$ cat src/rtl/mt_pkg.sv
// Shared types and default sizing for the barrel-processor thread scheduler.
package mt_pkg;

  localparam int DEFAULT_NUM_THREADS  = 8;
  localparam int DEFAULT_PIPE_DEPTH   = 4;
  localparam int DEFAULT_BITS_THREADS = $clog2(DEFAULT_NUM_THREADS);

  typedef logic [DEFAULT_BITS_THREADS-1:0] tid_t;

  typedef struct packed {
    logic valid;
    tid_t tid;
  } sched_slot_t;

endpackage

$ cat src/rtl/mt_rr_pick.sv
// Round-robin picker: rotate the request vector so the slot after 'last' is bit 0,
// take the lowest set bit, then rotate the index back.
module mt_rr_pick #(
  parameter  int NUM_THREADS  = mt_pkg::DEFAULT_NUM_THREADS,
  localparam int BITS_THREADS = $clog2(NUM_THREADS)
) (
  input  logic [NUM_THREADS-1:0]  req,
  input  logic [BITS_THREADS-1:0] last,
  output logic                    any,
  output logic [BITS_THREADS-1:0] sel
);

  logic [2*NUM_THREADS-1:0] w_double;
  logic [NUM_THREADS-1:0]   w_rot;
  logic [BITS_THREADS:0]    w_shift;
  logic [BITS_THREADS-1:0]  w_idx;

  assign w_shift  = {1'b0, last} + (BITS_THREADS+1)'(1);
  assign w_double = {req, req};
  assign w_rot    = w_double[w_shift +: NUM_THREADS];

  // NOTE: every variable written in always_comb gets a default first, so no path
  // leaves it unassigned and no latch is inferred.
  always_comb begin
    w_idx = '0;
    for (int j = NUM_THREADS - 1; j >= 0; j--) begin
      if (w_rot[j]) w_idx = BITS_THREADS'(j);
    end
  end

  assign any = |req;
  // Thread count is a power of two, so wrapping is plain truncation.
  assign sel = w_idx + w_shift[BITS_THREADS-1:0];

endmodule

$ cat src/rtl/mt_thread_sched.sv
// Barrel-processor thread scheduler: round-robin issue of runnable threads plus a
// shadow pipeline that carries each issued tid to its writeback slot.
module mt_thread_sched
  import mt_pkg::*;
#(
  parameter  int NUM_THREADS  = DEFAULT_NUM_THREADS,
  parameter  int PIPE_DEPTH   = DEFAULT_PIPE_DEPTH,
  localparam int BITS_THREADS = $clog2(NUM_THREADS)
) (
  input  logic                    clk,
  input  logic                    rst,
  input  logic [NUM_THREADS-1:0]  thread_enable,
  input  logic                    stall_valid,
  input  logic [BITS_THREADS-1:0] stall_tid,
  input  logic                    wake_valid,
  input  logic [BITS_THREADS-1:0] wake_tid,
  output logic                    issue_valid,
  output logic [BITS_THREADS-1:0] issue_tid,
  output logic                    wb_valid,
  output logic [BITS_THREADS-1:0] wb_tid,
  output logic [NUM_THREADS-1:0]  blocked
);

  typedef struct packed {
    logic                    valid;
    logic [BITS_THREADS-1:0] tid;
  } slot_t;

  logic                    r_issue_valid;
  logic [BITS_THREADS-1:0] r_issue_tid;
  logic [BITS_THREADS-1:0] r_last;
  logic [NUM_THREADS-1:0]  r_blocked;
  slot_t                   r_sr [1:PIPE_DEPTH];

  logic [NUM_THREADS-1:0]  w_inflight;
  logic [NUM_THREADS-1:0]  w_elig;
  logic [NUM_THREADS-1:0]  w_blocked_next;
  logic                    w_any;
  logic [BITS_THREADS-1:0] w_sel;

  // The writeback slot does not hold a thread back: its register-file write lands
  // in the same cycle the thread's next issue is chosen, ahead of that issue's read.
  always_comb begin
    w_inflight = '0;
    if (r_issue_valid) w_inflight[r_issue_tid] = 1'b1;
    for (int k = 1; k < PIPE_DEPTH; k++) begin
      if (r_sr[k].valid) w_inflight[r_sr[k].tid] = 1'b1;
    end
  end

  assign w_elig = thread_enable & ~r_blocked & ~w_inflight;

  // Wake is applied after stall so it wins when both name the same thread.
  always_comb begin
    w_blocked_next = r_blocked;
    if (stall_valid) w_blocked_next[stall_tid] = 1'b1;
    if (wake_valid)  w_blocked_next[wake_tid]  = 1'b0;
  end

  mt_rr_pick #(
    .NUM_THREADS (NUM_THREADS)
  ) u_pick (
    .req  (w_elig),
    .last (r_last),
    .any  (w_any),
    .sel  (w_sel)
  );

  // NOTE: sequential state uses non-blocking assignments so every register samples
  // the pre-edge values and the shift chain moves exactly one stage per clock.
  always_ff @(posedge clk) begin
    if (rst) begin
      r_issue_valid <= 1'b0;
      r_issue_tid   <= '0;
      r_last        <= BITS_THREADS'(NUM_THREADS - 1);
      r_blocked     <= '0;
      // NOTE: the shadow pipe is reset, not left to drain, because a stale valid
      // bit would fire a register-file write after reset.
      for (int k = 1; k <= PIPE_DEPTH; k++) begin
        r_sr[k] <= '0;
      end
    end else begin
      r_issue_valid <= w_any;
      if (w_any) begin
        r_issue_tid <= w_sel;
        r_last      <= w_sel;
      end
      r_blocked <= w_blocked_next;
      r_sr[1]   <= '{valid: r_issue_valid, tid: r_issue_tid};
      for (int k = 2; k <= PIPE_DEPTH; k++) begin
        r_sr[k] <= r_sr[k-1];
      end
    end
  end

  assign issue_valid = r_issue_valid;
  assign issue_tid   = r_issue_tid;
  assign wb_valid    = r_sr[PIPE_DEPTH].valid;
  assign wb_tid      = r_sr[PIPE_DEPTH].tid;
  assign blocked     = r_blocked;

endmodule

$ cat config.mk
export PLATFORM = sky130hd
export DESIGN_NAME = mt_thread_sched
export DESIGN_NICKNAME = d
export VERILOG_FILES = /design/src/rtl/mt_pkg.sv /design/src/rtl/mt_rr_pick.sv /design/src/rtl/mt_thread_sched.sv
export SDC_FILE = /design/constraint.sdc
export NUM_CORES = 1
export LEC_CHECK = 0
export BUFFER_PORTS_ARGS = -buffer_cell sky130_fd_sc_hd__clkbuf_2
export CORE_MARGIN = 1.5
export CORE_UTILIZATION = 50
export CTS_CLUSTER_SIZE = 40
export DETAILED_ROUTE_END_ITERATION = 12
export PLACE_DENSITY = 0.83
export SYNTH_ARGS = -nofsm -noshare
export SYNTH_HDL_FRONTEND = slang
export SYNTH_HIERARCHICAL = 1
export SYNTH_SLANG_ARGS = --single-unit
export TNS_END_PERCENT = 50
$ cat constraint.sdc
create_clock -name clk -period 3.9 [get_ports clk]
set_input_delay 0.585 -clock clk [delete_from_list [all_inputs] [get_ports clk]]
set_output_delay 0.585 -clock clk [all_outputs]
set_load 0.005 [all_outputs]
* Yosys cells after proc, flatten, opt, wreduce, memory -nomap -nowiden *
Memories as Yosys holds them, arrays and structs flattened.
Cells that the tools add are included.

operators by class
  add/subtract/negate cells = 2
  $lt $le $gt $ge = 12
  shift operators = 1
  muxes and demuxes = 33
  bitwise operators = 14
  reductions and logical operators = 7

operator list
  cell                                                         count
  two-way mux 8 bit                                            6
  bitwise OR 8 bit                                             4
  AND 8 bit                                                    3
  less-than comparator 3 x 4 -> 1 bit (second input constant)  6
  two-way mux 3 bit                                            8
  inverter 8 bit                                               3
  demux 1 bit (select 3 bit)                                   6
  >= comparator 3 x 1 -> 1 bit (second input constant)         6
  two-way mux 4 bit                                            4
  indexed part select 16 x 5 -> 8 bit                          1
  two-way mux 1 bit                                            9
  OR reduction 8 bit                                           1
  logical AND 1 bit                                            6
  adder 3 x 1 -> 4 bit (second input constant)                 1
  bitwise OR 1 bit                                             4
  adder 3 bit                                                  1

storage, ports and cells
  flip-flop bits (word level) = 15
  memory bits (writable) = 16
  input bits = 18
  output and inout port bits = 16
  logic and storage cells = 74
  memories kept = 1

memories
  name  depth  width  read ports  clocked after Yosys merged registers in  write ports  RTL line               RTL
  r_sr  4      4      4           0                                        4            mt_thread_sched.sv:33  slot_t r_sr [1:PIPE_DEPTH];

* Longest topological paths before layout *
Gate-level depths: netlist of run 1.

  depth after elaboration = 23
  depth in mapped cells = 16
  mapped depth without buffers = 15

* Cells and area by module *
Netlist of run 1, hierarchy kept.

modules (own cells, without submodules)
  module           instances  cells an instance  area each (um2)
  mt_thread_sched  1          151                1426.4
  mt_rr_pick       1          69                 579.3

* Least setup slack after synthesis of run 1 *
Ideal clock, no wire load.

  kind = input port to flip-flop
  start = input port thread_enable[7]
  end = register r_last[2]
  setup time = 120 ps
  arrival time = 3038 ps
  data required time = 3780 ps
  slack = 742 ps
  stages = 14
  path buffers = 0
  cell sequence = nor2b_1 o2111ai_1 a41oi_1 mux2_2 o32a_1 o21ai_0 o221ai_1 a31oi_1 ha_1 fa_1 xnor2_1 xnor2_1 xnor2_1 a211o_1

between the ends
  word-level cells in the longest chain between the ends = 12
  elaborated cells between the ends (all ways) = 13
  classes of those cells = 1 x add/sub; 1 x shift; 8 x mux; 2 x bitwise; 1 x reduce/logical

RTL lines
  element                                RTL line               RTL
  start: declaration                     mt_thread_sched.sv:12  input logic [NUM_THREADS-1:0] thread_enable,
  AND 8 bit * (2 in a row)               mt_thread_sched.sv:51  assign w_elig = thread_enable & ~r_blocked & ~w_inflight;
  net w_elig[7]                          mt_thread_sched.sv:36  logic [NUM_THREADS-1:0] w_elig;
  indexed part select 16 x 5 -> 8 bit *  mt_rr_pick.sv:20       assign w_rot = w_double[w_shift +: NUM_THREADS];
  two-way mux 3 bit (7 in a row)         mt_rr_pick.sv:27       if (w_rot[j]) w_idx = BITS_THREADS'(j);
  two-way mux 3 bit *                    mt_rr_pick.sv:27
  adder 3 bit *                          mt_rr_pick.sv:33       assign sel = w_idx + w_shift[BITS_THREADS-1:0];
  net w_sel[2]                           mt_thread_sched.sv:39  logic [BITS_THREADS-1:0] w_sel;
  end signal: assignment                 mt_thread_sched.sv:75  r_last <= BITS_THREADS'(NUM_THREADS - 1);
  end signal: assignment                 mt_thread_sched.sv:86  r_last <= w_sel;
  end: declaration                       mt_thread_sched.sv:31  logic [BITS_THREADS-1:0] r_last;

Mark *: on every way through the listed nets, which the timed path passes. The rest lies on a longest branch.
A chain may end at the register's enable or synchronous reset.

* Final worst setup path of run 1 *
  start = register r_issue_tid[1], in the netlist issue_tid[1]
  end = register r_last[2]

between the ends
  word-level cells in the longest chain between the ends = 23
  elaborated cells between the ends (all ways) = 25
  classes of those cells = 1 x add/sub; 2 x order compare; 1 x shift; 14 x mux; 5 x bitwise; 2 x reduce/logical

RTL lines
  element                                                                                                    RTL line               RTL
  start: declaration                                                                                         mt_thread_sched.sv:30  logic [BITS_THREADS-1:0] r_issue_tid;
  start signal: assignment                                                                                   mt_thread_sched.sv:85  r_issue_tid <= w_sel;
  less-than comparator 3 x 4 -> 1 bit (implied by the code) or >= comparator 3 x 1 -> 1 bit (tied branches)  mt_thread_sched.sv:45  if (r_issue_valid) w_inflight[r_issue_tid] = 1'b1;
  logical AND 1 bit (implied by the code)                                                                    mt_thread_sched.sv:45
  two-way mux 1 bit (implied by the code)                                                                    mt_thread_sched.sv:45
  demux 1 bit (select 3 bit) *                                                                               mt_thread_sched.sv:45
  two-way mux 8 bit *                                                                                        mt_thread_sched.sv:45
  bitwise OR 8 bit (no line)                                                                                 n/a
  two-way mux 8 bit *                                                                                        mt_thread_sched.sv:47  if (r_sr[k].valid) w_inflight[r_sr[k].tid] = 1'b1;
  bitwise OR 8 bit (no line)                                                                                 n/a
  [3 not listed]                                                                                             n/a
  inverter 8 bit *                                                                                           mt_thread_sched.sv:51
  AND 8 bit *                                                                                                mt_thread_sched.sv:51
  net w_elig[0]                                                                                              mt_thread_sched.sv:36
  indexed part select 16 x 5 -> 8 bit *                                                                      mt_rr_pick.sv:20
  two-way mux 3 bit (7 in a row)                                                                             mt_rr_pick.sv:27
  two-way mux 3 bit *                                                                                        mt_rr_pick.sv:27
  adder 3 bit *                                                                                              mt_rr_pick.sv:33
  net w_sel[2]                                                                                               mt_thread_sched.sv:39

Marked as above.

==> run summary, run 1 <==
Nets: 268
Sequential power share: 0.319
Outcome: complete, no violations
Post-layout min period: 3.568 ns
Layout cells sized above 1: 0.2339
Yosys reg bits: 31
Post-synth top area cell: dfxtp_1
Slew headroom: 0.5397
Hold_buf cts: 0
Worst r2r src: issue_tid[1]
Initial Util: 0.5358
Combinational Power Share: 0.458
Total Routing Usage GR: 0.2277
Post-DP Area: 2140 µm²
Synth top area share: 0.3094
Die height: 66.34 µm
Clk sink count: 31
Async SR Flop Fraction: 0
P_sw: 531.2 µW
Via count: 1782
CTS buffer count: 5
Yosys cell types: 63
Worst skew pair latency: 0.28 ns
Worst Path Max Fanout: 7
Post-Syn Instances: 220
Initial antenna violation count: 0
Register area: 620.6 µm²
Worst ir drop on vdd: 0.0005542 V
YS warnings: 6
Post-DP HPWL: 3350 µm
Critical path arrival: 3.74 ns
Netlist Area Pre-Place: 2006 µm²
Clk root buf: clkbuf_8
Post-synth EDFFs: 0
Min-delay src: r_sr[0][9]
Startpoint types: flop
Clock buffer depth: 2
Antenna viol nets, final: 0
# diodes: 0
Cell Rows: 22
Chip width: 66.34 µm
Num ports: 34
Main synth FF type: dfxtp_1
Crit path kind: flop to flop
Seq/Total Area, Yosys: 0.3094
Core ar.: 3744 µm²
Area growth from synthesis to layout: 12.54%
Fin area: 2257 µm²
Internal power: 924.4 µW
Post-CTS resize count: 0
Final setup fails: 0
Multi-input gate area in the final layout: 1264 µm²
Post-CTS setup repair buffer count: 0
PortBufs: 33
MaxCap Viol Count: 0
Via density per instance: 6.020
RSZ-0062 raised after global routing: no
Routed len/inst: 15.26 µm
CTS tree: yes
Total negative slack: 0 ns
Crit path launch: issue_tid[1]
DR DRC count: 0
Critical path endpoint category: flop
Power Density: 644.9 nW/µm²
First-pass GRT wire length: 7583 µm
Post-Route WL: 4516 µm
Top cells by area, synth: dfxtp_1 31%, nor2b_1 8.4%, mux2i_1 4.0%
Worst Path Required: 4.08 ns
Fill cell count: 351
CTS clk-pin slew, worst paths: 0.06 ns
Number of global-route vias before repair: 1627
Max Fclk: 280.2 MHz
H-tree Lvls: 2
Clock power share: 0.223
Total gr overflow: 0
Post-Syn Nets: 241
Fin. Hold Viols: 0
Final worst clock skew: 0.007305 ns
Initial DRC Count: 149
Die ar.: 4400 µm²
Final Wtd Congestion: 0.9404
Sw frac: 0.3649
Pin count of the biggest net entering global routing: 32
Slew @ Worst Pin: 0.6841 ns
DRT Pass-1 Iters: 4
Pins Over Slew Limit: 0
Mean Syn Cell Area: 9.117 µm²
LEAKAGE: 0.0009118 µW
Min-Delay Path Class: flop to flop
Final period utilization: 0.9150
[worst paths after layout]
check / end / slack (ns) / cells past startpoint
max: r_last[2] / 0.33 / 14
min: r_sr[0][13] / 0.48 / 1
max reg2reg: r_last[2] / 0.33 / 14
min reg2reg: r_sr[0][13] / 0.48 / 1
[cells by family after synthesis]
| logic type | share of synthesized area |
|---|---|
| compound gates | 0.1716 |
| xor+xnor | 0.01310 |
| fa+ha+maj | 0.02246 |
| buf+inv | 0.06050 |
| flops | 0.3094 |
| mux | 0.1073 |
| simple gates | 0.3157 |
[registers in the layout, summed over array words and instances, names as in the netlist]
name and flops:
r_sr 16, issue_valid 1, issue_tid 3, r_last 3, blocked 8
[cell usage after synthesis, types with 4 or more instances]
master / number
a211o_1: 4
nor3_1: 6
a31oi_1: 5
mux2i_1: 8
nor3b_1: 4
a311oi_1: 4
nand4_1: 4
inv_1: 4
nand2_1: 10
nor2b_1: 27
nor2_1: 14
a21oi_1: 4
buf_2: 4
mux2_2: 5
a211oi_1: 5
o21ai_0: 4
dfxtp_1: 31
nand4b_1: 4
nand2b_1: 7
[metrics by stage]
stage	power (µW)	worst slack, ns	cells	hold slack, ns	utilization
after global routing	1568	0.08108	296	0.5061	0.6029
after CTS	1453	0.3859	296	0.4868	0.6029
after global placement	1114	0.4208	288	0.4691	0.5715
after floorplan	1015	0.7424	220	0.4513	-
after detailed placement	1124	0.2909	288	0.4772	0.5715
final	1456	0.3316	296	0.4828	0.6029
[final cells by class]
cell class,count,share of cell area
Tap cell,48,0.02661
Inverter,4,0.006652
Multi-Input combinational cell,170,0.5599
Sequential cell,31,0.2749
Clock buffer,6,0.03659
Clock inverter,2,0.01552
Timing Repair Buffer,35,0.07982
[layer usage]
| metal | up-vias | wire length, µm | track usage |
|---|---|---|---|
| li1 | 878 | - | - |
| met1 | 853 | 2210 | 0.3134 |
| met2 | 44 | 2028 | 0.3538 |
| met3 | 7 | 221 | 0.04940 |
| met4 | 0 | 55 | 0.07143 |
| met5 | - | 0 | 0 |
[critical path: stages, from the launching register on]
cell,delay (ns)
dfxtp_1,0.45
nand2b_2,0.20
nor3_1,0.06
nor4_1,0.62
mux2_2,0.33
or3_1,0.11
nand4_1,0.09
o221ai_1,0.18
a31oi_1,0.12
ha_1,0.21
fa_1,0.37
xnor2_1,0.14
xnor2_1,0.14
xnor2_1,0.17
a211o_1,0.26
[layout by cell type (no fill, tap or decap), drive strengths merged, types with 3 or more instances in the layout]
master  instances
nand3           3
mux2i           8
nor4            4
a311oi          4
nor3b           4
a211oi          5
nor3            6
xnor2           3
o21ai           4
nor4b           4
o311ai          3
nor2b          27
a21oi           4
nor2           14
o22ai           3
a211o           4
clkbuf         39
nand2b          8
a31oi           5
nand2          10
nand4b          4
nand4           4
mux2            7
dfxtp          31
inv             4
[power by group through the flow]
stage / registers (µW) / logic (µW) / clock network (µW)
finish: 464 / 666 / 325
global route: 477 / 743 / 348
CTS: 463 / 662 / 328
detailed placement: 469 / 655 / 0
global placement: 465 / 649 / 0
floorplan: 408 / 607 / 0
Note: power is estimated with default switching activity, not from simulation.
==> run 2, diff against run 1 <==
Settings changed: CORE_MARGIN 1.5 to default.
Clock period 3.9 ns to 4.6 ns, I/O delays scaled along.
==> run summary, run 2 (synthesis gave the netlist of run 1 again) <==
Outcome: complete, no violations (unchanged)
Die ar.: 4269 µm² (was 4400 µm²)
RSZ-0062 raised after global routing: no (unchanged)
P_sw: 446.1 µW (was 531.2 µW)
Via density per instance: 5.905 (was 6.020)
Post-CTS setup repair buffer count: 0 (unchanged)
Hold_buf cts: 0 (unchanged)
CTS buffer count: 5 (unchanged)
DRT Pass-1 Iters: 5 (was 4)
Antenna viol nets, final: 0 (unchanged)
Hold Path Sink: r_sr[0][13] (unchanged)
R2r worst-path depth: 14 (unchanged)
Internal power: 709.2 µW (was 924.4 µW)
Nets: 266 (was 268)
CTS clk-pin slew, worst paths: 0.07 ns (was 0.06 ns)
Total Routing Usage GR: 0.2300 (was 0.2277)
Top reg by flops: r_sr (unchanged)
R2R Path End: r_last[2] (unchanged)
Combinational Power Share: 0.471 (was 0.458)
Core ar.: 3744 µm² (unchanged)
Slew @ Worst Pin: 0.8857 ns (was 0.6841 ns)
Routed len/inst: 15.05 µm (was 15.26 µm)
Most common cell after layout, fill and taps aside: clkbuf_2 (unchanged)
Critical path endpoint category: flop (unchanged)
Post-Route WL: 4425 µm (was 4516 µm)
Min-delay src: r_sr[0][9] (unchanged)
Sw frac: 0.3861 (was 0.3649)
Hold Path Stages: 1 (unchanged)
Initial DRC Count: 137 (was 149)
Chip width: 65.34 µm (was 66.34 µm)
Post-DP HPWL: 3317 µm (was 3350 µm)
PortBufs: 33 (unchanged)
Worst skew pair latency: 0.28 ns (about the same)
Num ports: 34 (unchanged)
Slew headroom: 0.4041 (was 0.5397)
Final worst clock skew: 0.008988 ns (was 0.007305 ns)
MaxCap Viol Count: 0 (unchanged)
Pins Over Slew Limit: 0 (unchanged)
Post-layout min period: 3.799 ns (was 3.568 ns)
Worst Path Required: 4.76 ns (was 4.08 ns)
Number of global-route vias before repair: 1607 (was 1627)
Final period utilization: 0.8260 (was 0.9150)
First-pass GRT wire length: 7541 µm (was 7583 µm)
Pin count of the biggest net entering global routing: 32 (unchanged)
Most frequent cells in the layout: 33 x clkbuf_2, 31 x dfxtp_1, 27 x nor2b_1 (unchanged)
Critical path arrival: 3.96 ns (was 3.74 ns)
Flop-to-flop setup slack: 0.80 ns (was 0.33 ns)
Fin. Hold Viols: 0 (unchanged)
Initial antenna violation count: 0 (unchanged)
Total gr overflow: 0 (unchanged)
Cell Rows: 22 (unchanged)
Final Wtd Congestion: 0.9135 (was 0.9404)
Total negative slack: 0 ns (unchanged)
Final setup fails: 0 (unchanged)
Power Density: 522.8 nW/µm² (was 644.9 nW/µm²)
Initial Util: 0.5358 (unchanged)
Clock buffer depth: 2 (unchanged)
LEAKAGE: 0.0008824 µW (was 0.0009118 µW)
Sequential power share: 0.354 (was 0.319)
Worst ir drop on vdd: 0.0003044 V (was 0.0005542 V)
# diodes: 0 (unchanged)
Worst Path Max Fanout: 7 (unchanged)
Post-CTS resize count: 0 (unchanged)
Die height: 65.34 µm (was 66.34 µm)
Layout cells sized above 1: 0.2236 (was 0.2339)
Clk sink count: 31 (unchanged)
DR DRC count: 0 (unchanged)
Startpoint types: flop (unchanged)
Flip-flop count of the largest register after layout: 16 (unchanged)
Area growth from synthesis to layout: 10.17% (was 12.54%)
Max Fclk: 263.2 MHz (was 280.2 MHz)
Worst r2r src: issue_tid[1] (unchanged)
Final core utilization: 0.5902 (was 0.6029)
Clk root buf: clkbuf_8 (unchanged)
Via count: 1736 (was 1782)
Clock power share: 0.175 (was 0.223)
Crit path kind: flop to flop (unchanged)
Min-Delay Path Class: flop to flop (unchanged)
H-tree Lvls: 2 (unchanged)
CTS tree: yes (unchanged)
[run 2: metrics by stage]
step	setup WS [ns]	total power (µW)	hold slack [ns]	cells	cell area (µm²)
6_report	0.8006	1155	0.4864	294	2210
5_1_grt	0.5746	1246	0.5148	294	2210
4_1_cts	0.9371	1153	0.4902	294	2210
3_5_place_dp	0.8531	946.7	0.4810	286	2125
3_3_place_gp	0.9638	933.3	0.4644	286	2125
2_1_floorplan	1.337	860.7	0.4513	220	2006
[run 2: layout make-up]
cell class	instances	area [µm²]
Clock inverter	2	12.51
Sequential cell	31	620.6
Multi-Input combinational cell	170	1264
Timing Repair Buffer	33	165.2
Tap cell	48	60.06
Inverter	4	15.01
Fill cell	348	1534
Clock buffer	6	72.57
[run 2: worst max path at each step]
stage / startpoint / to / slack, ns
3_3_place_gp: thread_enable[7] / r_last[2] / 0.96
5_1_grt: issue_tid[1] / r_last[2] / 0.57
3_5_place_dp: thread_enable[7] / r_last[2] / 0.85
2_1_floorplan: thread_enable[7] / r_last[2] / 1.34
4_1_cts: issue_tid[1] / r_last[2] / 0.94
6_report: issue_tid[1] / r_last[2] / 0.80
[run 2: power groups by stage]
stage / combinational, µW / clock [µW] / sequential, µW
global placement: 523 / 0 / 410
floorplan: 515 / 0 / 346
CTS: 538 / 207 / 408
global route: 604 / 224 / 419
finish: 544 / 203 / 409
detailed placement: 533 / 0 / 413
[run 2: critical path: stages, from the launching register on]
cell	delay, ns
dfxtp_1	0.46
nand2b_2	0.21
nor3b_1	0.07
nor4_1	0.78
mux2_2	0.36
o32a_1	0.14
o21ai_0	0.08
o221ai_1	0.18
a31oi_1	0.12
ha_1	0.21
fa_1	0.38
xnor2_1	0.15
xnor2_1	0.14
xnor2_1	0.17
a211o_1	0.26
[run 2: routing by layer]
layer  track usage  wire length [µm]
met3       0.05208               234
met4       0.07065                59
met1        0.3097              2093
met2        0.3634              2037
met5             0                 0
